[src/rtl/sync_fifo_pkg.sv]
// Shared defaults and helpers for the single-clock FIFO.
package sync_fifo_pkg;

  localparam int unsigned DefDataW = 32;
  localparam int unsigned DefAddrW = 4;

  // Ceiling log2: the number of bits needed to hold values 0..value-1.
  function automatic int unsigned fifo_clog2(input int unsigned value);
    int unsigned result;
    result = 0;
    for (int i = 0; i < 32; i++) begin
      if ((32'd1 << i) < value) begin
        result = i + 1;
      end
    end
    return result;
  endfunction

endpackage

[src/rtl/fifo_mem.sv]
// Storage array for sync_fifo_gen: synchronous write, asynchronous read address.
module fifo_mem
  import sync_fifo_pkg::*;
#(
  parameter int unsigned DATA_W = DefDataW,
  parameter int unsigned ADDR_W = DefAddrW
) (
  input  logic              clk,
  input  logic              wr_en,
  input  logic [ADDR_W-1:0] wr_addr,
  input  logic [DATA_W-1:0] wr_data,
  input  logic [ADDR_W-1:0] rd_addr,
  output logic [DATA_W-1:0] rd_data
);

  logic [DATA_W-1:0] mem_q [2**ADDR_W];

  always_ff @(posedge clk) begin
    if (wr_en) begin
      mem_q[wr_addr] <= wr_data;
    end
  end

  assign rd_data = mem_q[rd_addr];

endmodule

[src/rtl/sync_fifo_gen.sv]
// Single-clock FIFO: binary wrap-bit pointers, level/threshold flags, sticky error
// flags and a selectable registered or first-word-fall-through read port.
module sync_fifo_gen
  import sync_fifo_pkg::*;
#(
  parameter int unsigned DATA_W   = DefDataW,
  parameter int unsigned ADDR_W   = DefAddrW,
  parameter int unsigned AF_LEVEL = (2**ADDR_W) - 2,
  parameter int unsigned AE_LEVEL = 2,
  parameter bit          FWFT     = 1'b0
) (
  input  logic              clk,
  input  logic              rst,
  input  logic              wr_en,
  input  logic [DATA_W-1:0] wr_data,
  input  logic              rd_en,
  output logic [DATA_W-1:0] rd_data,
  output logic              rd_valid,
  output logic              full,
  output logic              empty,
  output logic              almost_full,
  output logic              almost_empty,
  output logic [ADDR_W:0]   level,
  output logic              overflow,
  output logic              underflow,
  input  logic              err_clr
);

  localparam int unsigned     Depth   = 2**ADDR_W;
  localparam int unsigned     LevelW  = fifo_clog2(Depth + 1);
  localparam logic [ADDR_W:0] PtrOne  = {{ADDR_W{1'b0}}, 1'b1};
  localparam logic [ADDR_W:0] AfLevel = AF_LEVEL[ADDR_W:0];
  localparam logic [ADDR_W:0] AeLevel = AE_LEVEL[ADDR_W:0];

  logic [ADDR_W:0]   wr_ptr_q, wr_ptr_d;
  logic [ADDR_W:0]   rd_ptr_q, rd_ptr_d;
  logic              overflow_q, overflow_d;
  logic              underflow_q, underflow_d;
  logic              wr_accept, rd_accept;
  logic [LevelW-1:0] level_w;
  logic [DATA_W-1:0] mem_rdata;

  // Flags come from registered pointers only, so no input reaches an output combinationally.
  assign empty   = (wr_ptr_q == rd_ptr_q);
  assign full    = (wr_ptr_q[ADDR_W] != rd_ptr_q[ADDR_W]) &&
                   (wr_ptr_q[ADDR_W-1:0] == rd_ptr_q[ADDR_W-1:0]);
  assign level_w = wr_ptr_q - rd_ptr_q;
  assign level   = level_w;

  assign almost_full  = (level_w >= AfLevel);
  assign almost_empty = (level_w <= AeLevel);

  assign wr_accept = wr_en && !full;
  assign rd_accept = rd_en && !empty;

  always_comb begin
    wr_ptr_d    = wr_ptr_q;
    rd_ptr_d    = rd_ptr_q;
    overflow_d  = overflow_q;
    underflow_d = underflow_q;
    if (wr_accept) begin
      wr_ptr_d = wr_ptr_q + PtrOne;
    end
    if (rd_accept) begin
      rd_ptr_d = rd_ptr_q + PtrOne;
    end
    // A new error in the same cycle as err_clr must not be lost.
    if (err_clr) begin
      overflow_d  = 1'b0;
      underflow_d = 1'b0;
    end
    if (wr_en && full) begin
      overflow_d = 1'b1;
    end
    if (rd_en && empty) begin
      underflow_d = 1'b1;
    end
  end

  always_ff @(posedge clk) begin
    if (rst) begin
      wr_ptr_q    <= '0;
      rd_ptr_q    <= '0;
      overflow_q  <= 1'b0;
      underflow_q <= 1'b0;
    end else begin
      wr_ptr_q    <= wr_ptr_d;
      rd_ptr_q    <= rd_ptr_d;
      overflow_q  <= overflow_d;
      underflow_q <= underflow_d;
    end
  end

  assign overflow  = overflow_q;
  assign underflow = underflow_q;

  fifo_mem #(
    .DATA_W(DATA_W),
    .ADDR_W(ADDR_W)
  ) u_mem (
    .clk    (clk),
    .wr_en  (wr_accept),
    .wr_addr(wr_ptr_q[ADDR_W-1:0]),
    .wr_data(wr_data),
    .rd_addr(rd_ptr_q[ADDR_W-1:0]),
    .rd_data(mem_rdata)
  );

  if (FWFT) begin : g_fwft
    assign rd_data  = mem_rdata;
    assign rd_valid = !empty;
  end else begin : g_reg
    logic [DATA_W-1:0] rd_data_q;
    logic              rd_valid_q;

    always_ff @(posedge clk) begin
      if (rst) begin
        rd_data_q  <= '0;
        rd_valid_q <= 1'b0;
      end else begin
        rd_valid_q <= rd_accept;
        if (rd_accept) begin
          rd_data_q <= mem_rdata;
        end
      end
    end

    assign rd_data  = rd_data_q;
    assign rd_valid = rd_valid_q;
  end

endmodule

[config.mk]
export PLATFORM = sky130hd
export DESIGN_NAME = sync_fifo_gen
export DESIGN_NICKNAME = d
export VERILOG_FILES = /design/src/rtl/sync_fifo_pkg.sv /design/src/rtl/fifo_mem.sv /design/src/rtl/sync_fifo_gen.sv
export SDC_FILE = /design/constraint.sdc
export NUM_CORES = 1
export LEC_CHECK = 0
export CORE_MARGIN = 8
export CORE_UTILIZATION = 24
export DETAILED_ROUTE_END_ITERATION = 10
export PLACE_DENSITY_LB_ADDON = 0.25
export SYNTH_ARGS = -nofsm -noshare
export SYNTH_HDL_FRONTEND = slang
export SYNTH_SLANG_ARGS = --single-unit
[constraint.sdc]
create_clock -name clk -period 8.55 [get_ports clk]
set_input_delay 0.855 -clock clk [delete_from_list [all_inputs] [get_ports clk]]
set_output_delay 0.855 -clock clk [all_outputs]
set_load 0.01 [all_outputs]
# [Word-level counts from Yosys, hierarchy flattened]
# Memories as Yosys holds them, arrays and structs flattened. A register that Yosys moved wholly into a read port is not among the register bits.
# Index checks and enable logic that the tools add are counted.
[word_totals] ff_bits=13 ramBits=512 memories=1 out_inout_bits=44 word_cells=28
[op_classes] eq_ne=3 n_mux=5 reduce_logical=9 n_lt_le_gt_ge=2 add_sub_neg=3
[mem_list] name="u_mem.mem_q" depth=16 word_bits=32 rd=1 rd_clocked_by_memory_dff=1 wr=1 line="fifo_mem.sv:16" source="logic [DATA_W-1:0] mem_q [2**ADDR_W];"
[op_table] cell="$add 5x1->5 const B" n=2
[op_table] cell="$eq 5x5->1" n=1
[op_table] cell="$ge 5x4->1 const B" n=1
[op_table] cell="$le 5x2->1 const B" n=1
[op_table] cell="$logic_and 1x1->1" n=5
[op_table] cell="$mux 1" n=5
[op_table] cell="$sub 5x5->5" n=1
[op_table] cell="$eq 4x4->1" n=1
[op_table] cell="$reduce_bool 2->1" n=2
[op_table] cell="$logic_not 1->1" n=2
[op_table] cell="$ne 1x1->1" n=1

# [Depth between registers and ports, before layout]
[depth] depth_word=6 depth_mapped=12 mapped_depth_nobuf=8

# [By module]
# From an unflattened synthesis, not the netlist that was laid out.
[hier_totals] hier_cells=1028 hier_area_um2=21053.9
[by_module_without_submodules] module="fifo_mem" cells_each=806 n_inst=1 seq_area_each_um2=15374.7 area_per_inst_um2=19213.4
[by_module_without_submodules] module="sync_fifo_gen" cells_each=222 n_inst=1 seq_area_each_um2=900.9 area_per_inst_um2=1840.5

# [Worst setup path before layout]
# Ideal clock, no wire load.
[synth_path] path_type="register to register" startpoint="register rd_ptr_q[2]" endpoint="memory u_mem.mem_q[0][0] in the netlist's numbering, enable pin" arrival_ns=3.968 required_ns=8.089 stages_incl_launch_ff=9 setup_time_ns=0.461 synth_period_minus_slack_ns=4.429 path_slack_ns=4.121 path_cell_list="dfxtp_1 -> buf_2 -> buf_2 -> inv_1 -> ha_1 -> nand4_4 -> o21a_1 -> nand2_1 -> nor3_1"
[synth_via] elab_chain_len=6
[synth_rtl] item="from (decl)" line="sync_fifo_gen.sv:36" source="logic [ADDR_W:0] rd_ptr_q, rd_ptr_d;"
[synth_rtl] item="from (signal assigned)" line="sync_fifo_gen.sv:88" source="rd_ptr_q <= rd_ptr_d;"
[synth_rtl] item="$eq 4x4->1" line="sync_fifo_gen.sv:46" source="(wr_ptr_q[ADDR_W-1:0] == rd_ptr_q[ADDR_W-1:0]);"
[synth_rtl] item="$logic_and 1x1->1" line="sync_fifo_gen.sv:45" source="assign full = (wr_ptr_q[ADDR_W] != rd_ptr_q[ADDR_W]) &&"
[synth_rtl] item="$logic_not 1->1" line="sync_fifo_gen.sv:53" source="assign wr_accept = wr_en && !full;"
[synth_rtl] item="$logic_and 1x1->1" line="sync_fifo_gen.sv:53"
[synth_rtl] item="$mux 1" line="fifo_mem.sv:19" source="if (wr_en) begin"
[synth_rtl] item="$mux 1 (not written as such)" line="fifo_mem.sv:20" source="mem_q[wr_addr] <= wr_data;"
[synth_rtl] item="to (decl)" line="fifo_mem.sv:16"
# No other way between the ends.

# [Worst setup path after layout]
[layout_path] startpoint="register rd_ptr_q[1]" endpoint="output almost_empty"
[layout_via] elab_chain_len=2
[layout_rtl] item="$sub 5x5->5" line="sync_fifo_gen.sv:47" source="assign level_w = wr_ptr_q - rd_ptr_q;"
[layout_rtl] item="$le 5x2->1" line="sync_fifo_gen.sv:51" source="assign almost_empty = (level_w <= AeLevel);"
[layout_rtl] item="to (decl)" line="sync_fifo_gen.sv:22" source="output logic almost_empty,"
# No other way between the ends.

==> out/qor.txt <==
# hold bufs at CTS: 0
syn_nets: 1227
number of fillers in the final layout: 8765
worst setup margin: 4.20 ns
nets@finish: 1328
setup repair after global routing missed its margin: false
total grt overflow: 0
gr usage total: 0.112
DRC Markers: 0
initial cell density of the core: 0.242
core area: 88400 um^2
number of global-route vias before repair: 11.6k
asr flop ratio synth: 0
Clock Root Buffer: clkbuf_16
Sw Ratio: 0.239
critical path class: register to primary output
Final Skew: 0.0144 ns
die height: 315 um
total wire length: 56400 um
Fin. Hold Viols: 0
Port Buffer Count: 80
CP max FO: 36
# setup viols final: 0
Period minus WS final: 4.35 ns
H-tree depth: 2
# resized after CTS: 0
Startpoint Class: register
Post-synth EDFFs: 512
peak supply drop: 0.155 mV
DR vias: 11.0k
multi-input logic area: 4820 um^2
Min-Delay Path Class: register to register
pre-CTS setup slack: 4.40 ns
row count: 109
share of cells above drive strength 1: 0.135
DR vias/cell: 4.42
global-route wire length before repair: 82200 um
mapped cell area: 21400 um^2
status: complete, no violations
IO Pins: 81
TritonRoute pass-1 iters: 4
largest net degree at the start of global routing: 48
HPWL Detailed: 32000 um
Syn-to-layout area delta: 18.9%
Max-cap violations: 0
Starting DRT DRC Count: 719
clk_lat worst skew: 0.61 ns
die area: 99000 um^2
final instance area: 25500 um^2
Max Fclk: 0.230 GHz
Final Max Slew Viols: 0
Fin Setup TNS: 0 ns
# diodes: 0
clock buffer depth: 3
post-synthesis sequential area ratio: 0.760
Yosys reg bits: 557
Cell variety after synth: 41
clock group share of total power: 0.391
CP arrival: 3.50 ns
Final Cycle Share: 0.509
Clock Sink Count: 557
main flop type after synthesis: edfxtp_1
routed len/inst: 22.6 um
crit end category: primary output
initial antenna violation count: 0
worst rel slew slack: 0.193
top cell type's share of synthesized area: 0.718
worst-margin pin slew: 1.21 ns
area leader, netlist: edfxtp_1
Pint: 0.00479 W
Pleak: 7.52 nW
largest cells by area after synthesis: edfxtp_1 (72%), mux2i_1 (9.0%), dfxtp_1 (4.2%), mux4_2 (3.4%), o22ai_1 (1.8%)
clock slew at reported path FFs: 0.06 ns
Psw: 0.00151 W
sequential cell area: 16300 um^2
CTS tree: built
commonest non-fill, non-tap cell in the layout: edfxtp_1
Seq pwr share: 0.496
most frequent cells in the layout: edfxtp_1 (512), mux2i_1 (193), clkdlybuf4s50_1 (79)
Mean Syn Cell Area: 18.1 um^2
ANT nets after route: 0
Cells after Synth: 1180
PD cells: 247 nW/um^2
synth warn: 0
area of placed instances: 23600 um^2
Die X: 315 um
combinational share of power: 0.113
post-CTS setup repair buffer count: 0
Placer Congestion: 0.714
worst path required time: 7.70 ns
cts bufs inserted: 59
-- routing by layer --
metal	GRT usage	up-vias	share of wire
li1	-	4957	-
met1	0.142	5786	0.44
met2	0.197	203	0.51
met3	0.0172	75	0.033
met4	0.0313	0	0.021
met5	0	-	0
-- state kept, by name, indices dropped and copies added, names as in the netlist --
register / flops
wr_ptr_q: 5
underflow: 1
rd_ptr_q: 5
rd_data: 32
u_mem.mem_q: 512
overflow: 1
rd_valid: 1
-- cells in the mapped netlist, drive strengths merged (2+ instances only) --
master,count
or3,3
dfxtp,45
o211ai,3
mux2i,193
a21oi,6
edfxtp,512
nand2b,3
clkbuf,23
buf,48
nor2b,4
ha,9
xor2,4
nand3b,2
nand2,7
o21a,3
nor3,36
mux4,32
a221oi,32
o21ai,37
nand3,2
inv,8
o22ai,64
xnor2,5
nor2,57
a21o,2
a211oi,33
-- critical path: stages, from the launching register on --
cell and delay, ns:
dfxtp_4 0.79, inv_1 0.19, ha_1 0.39, nor2b_1 0.15
o21a_1 0.17, or3_1 0.34, a211oi_1 0.26, clkdlybuf4s50_1 0.58
-- path summary, 6_finish.rpt --
kind / start / to / slack, ns / cells after the start
worst min-delay path: rd_data[25] / rd_data[25] / 0.52 / 2
worst max-delay path: rd_ptr_q[1] / almost_empty / 4.20 / 7
worst min register to register: rd_data[25] / rd_data[25] / 0.52 / 2
worst max register to register: rd_ptr_q[2] / rd_data[6] / 4.46 / 6
-- cell families (layout without fill, tap and decap cells) --
| group | after synthesis | count (layout) | share of synthesized area |
|---|---|---|---|
| AOI/OAI and AO/OA | 181 | 181 | 0.0582 |
| muxes | 225 | 225 | 0.124 |
| DFF | 557 | 557 | 0.760 |
| xor gates and xnor gates | 9 | 9 | 0.00403 |
| buffers and inverters | 79 | 228 | 0.0216 |
| and+or+nand+nor | 119 | 119 | 0.0261 |
| adders and majority gates | 10 | 10 | 0.00619 |
-- stage by stage --
step / cells / utilization / total power [W] / hold slack (ns)
after floorplan: 1180 / - / 0.00358 / 0.509
after global placement: 2385 / 0.267 / 0.00391 / 0.517
after detailed placement: 2385 / 0.267 / 0.00392 / 0.513
after CTS: 2494 / 0.288 / 0.00639 / 0.524
after global routing: 2494 / 0.288 / 0.00654 / 0.536
final: 2494 / 0.288 / 0.00630 / 0.518
-- power by group through the flow --
stage	sequential (W)	clock [W]	combinational, W
floorplan	0.00315	0	0.000431
global placement	0.00319	0	0.000720
detailed placement	0.00319	0	0.000726
CTS	0.00313	0.00252	0.000727
global route	0.00314	0.00263	0.000773
finish	0.00313	0.00246	0.000712
-- area by class of cell --
cell class,count,area share
clock inverter,24,0.00889
multi-input combinational,544,0.189
timing repair buffer,111,0.0404
tap,1165,0.0572
sequential,557,0.639
clock buffer,85,0.0638
inverter,8,0.00118
No activity file was read; power rests on OpenSTA's default activity.
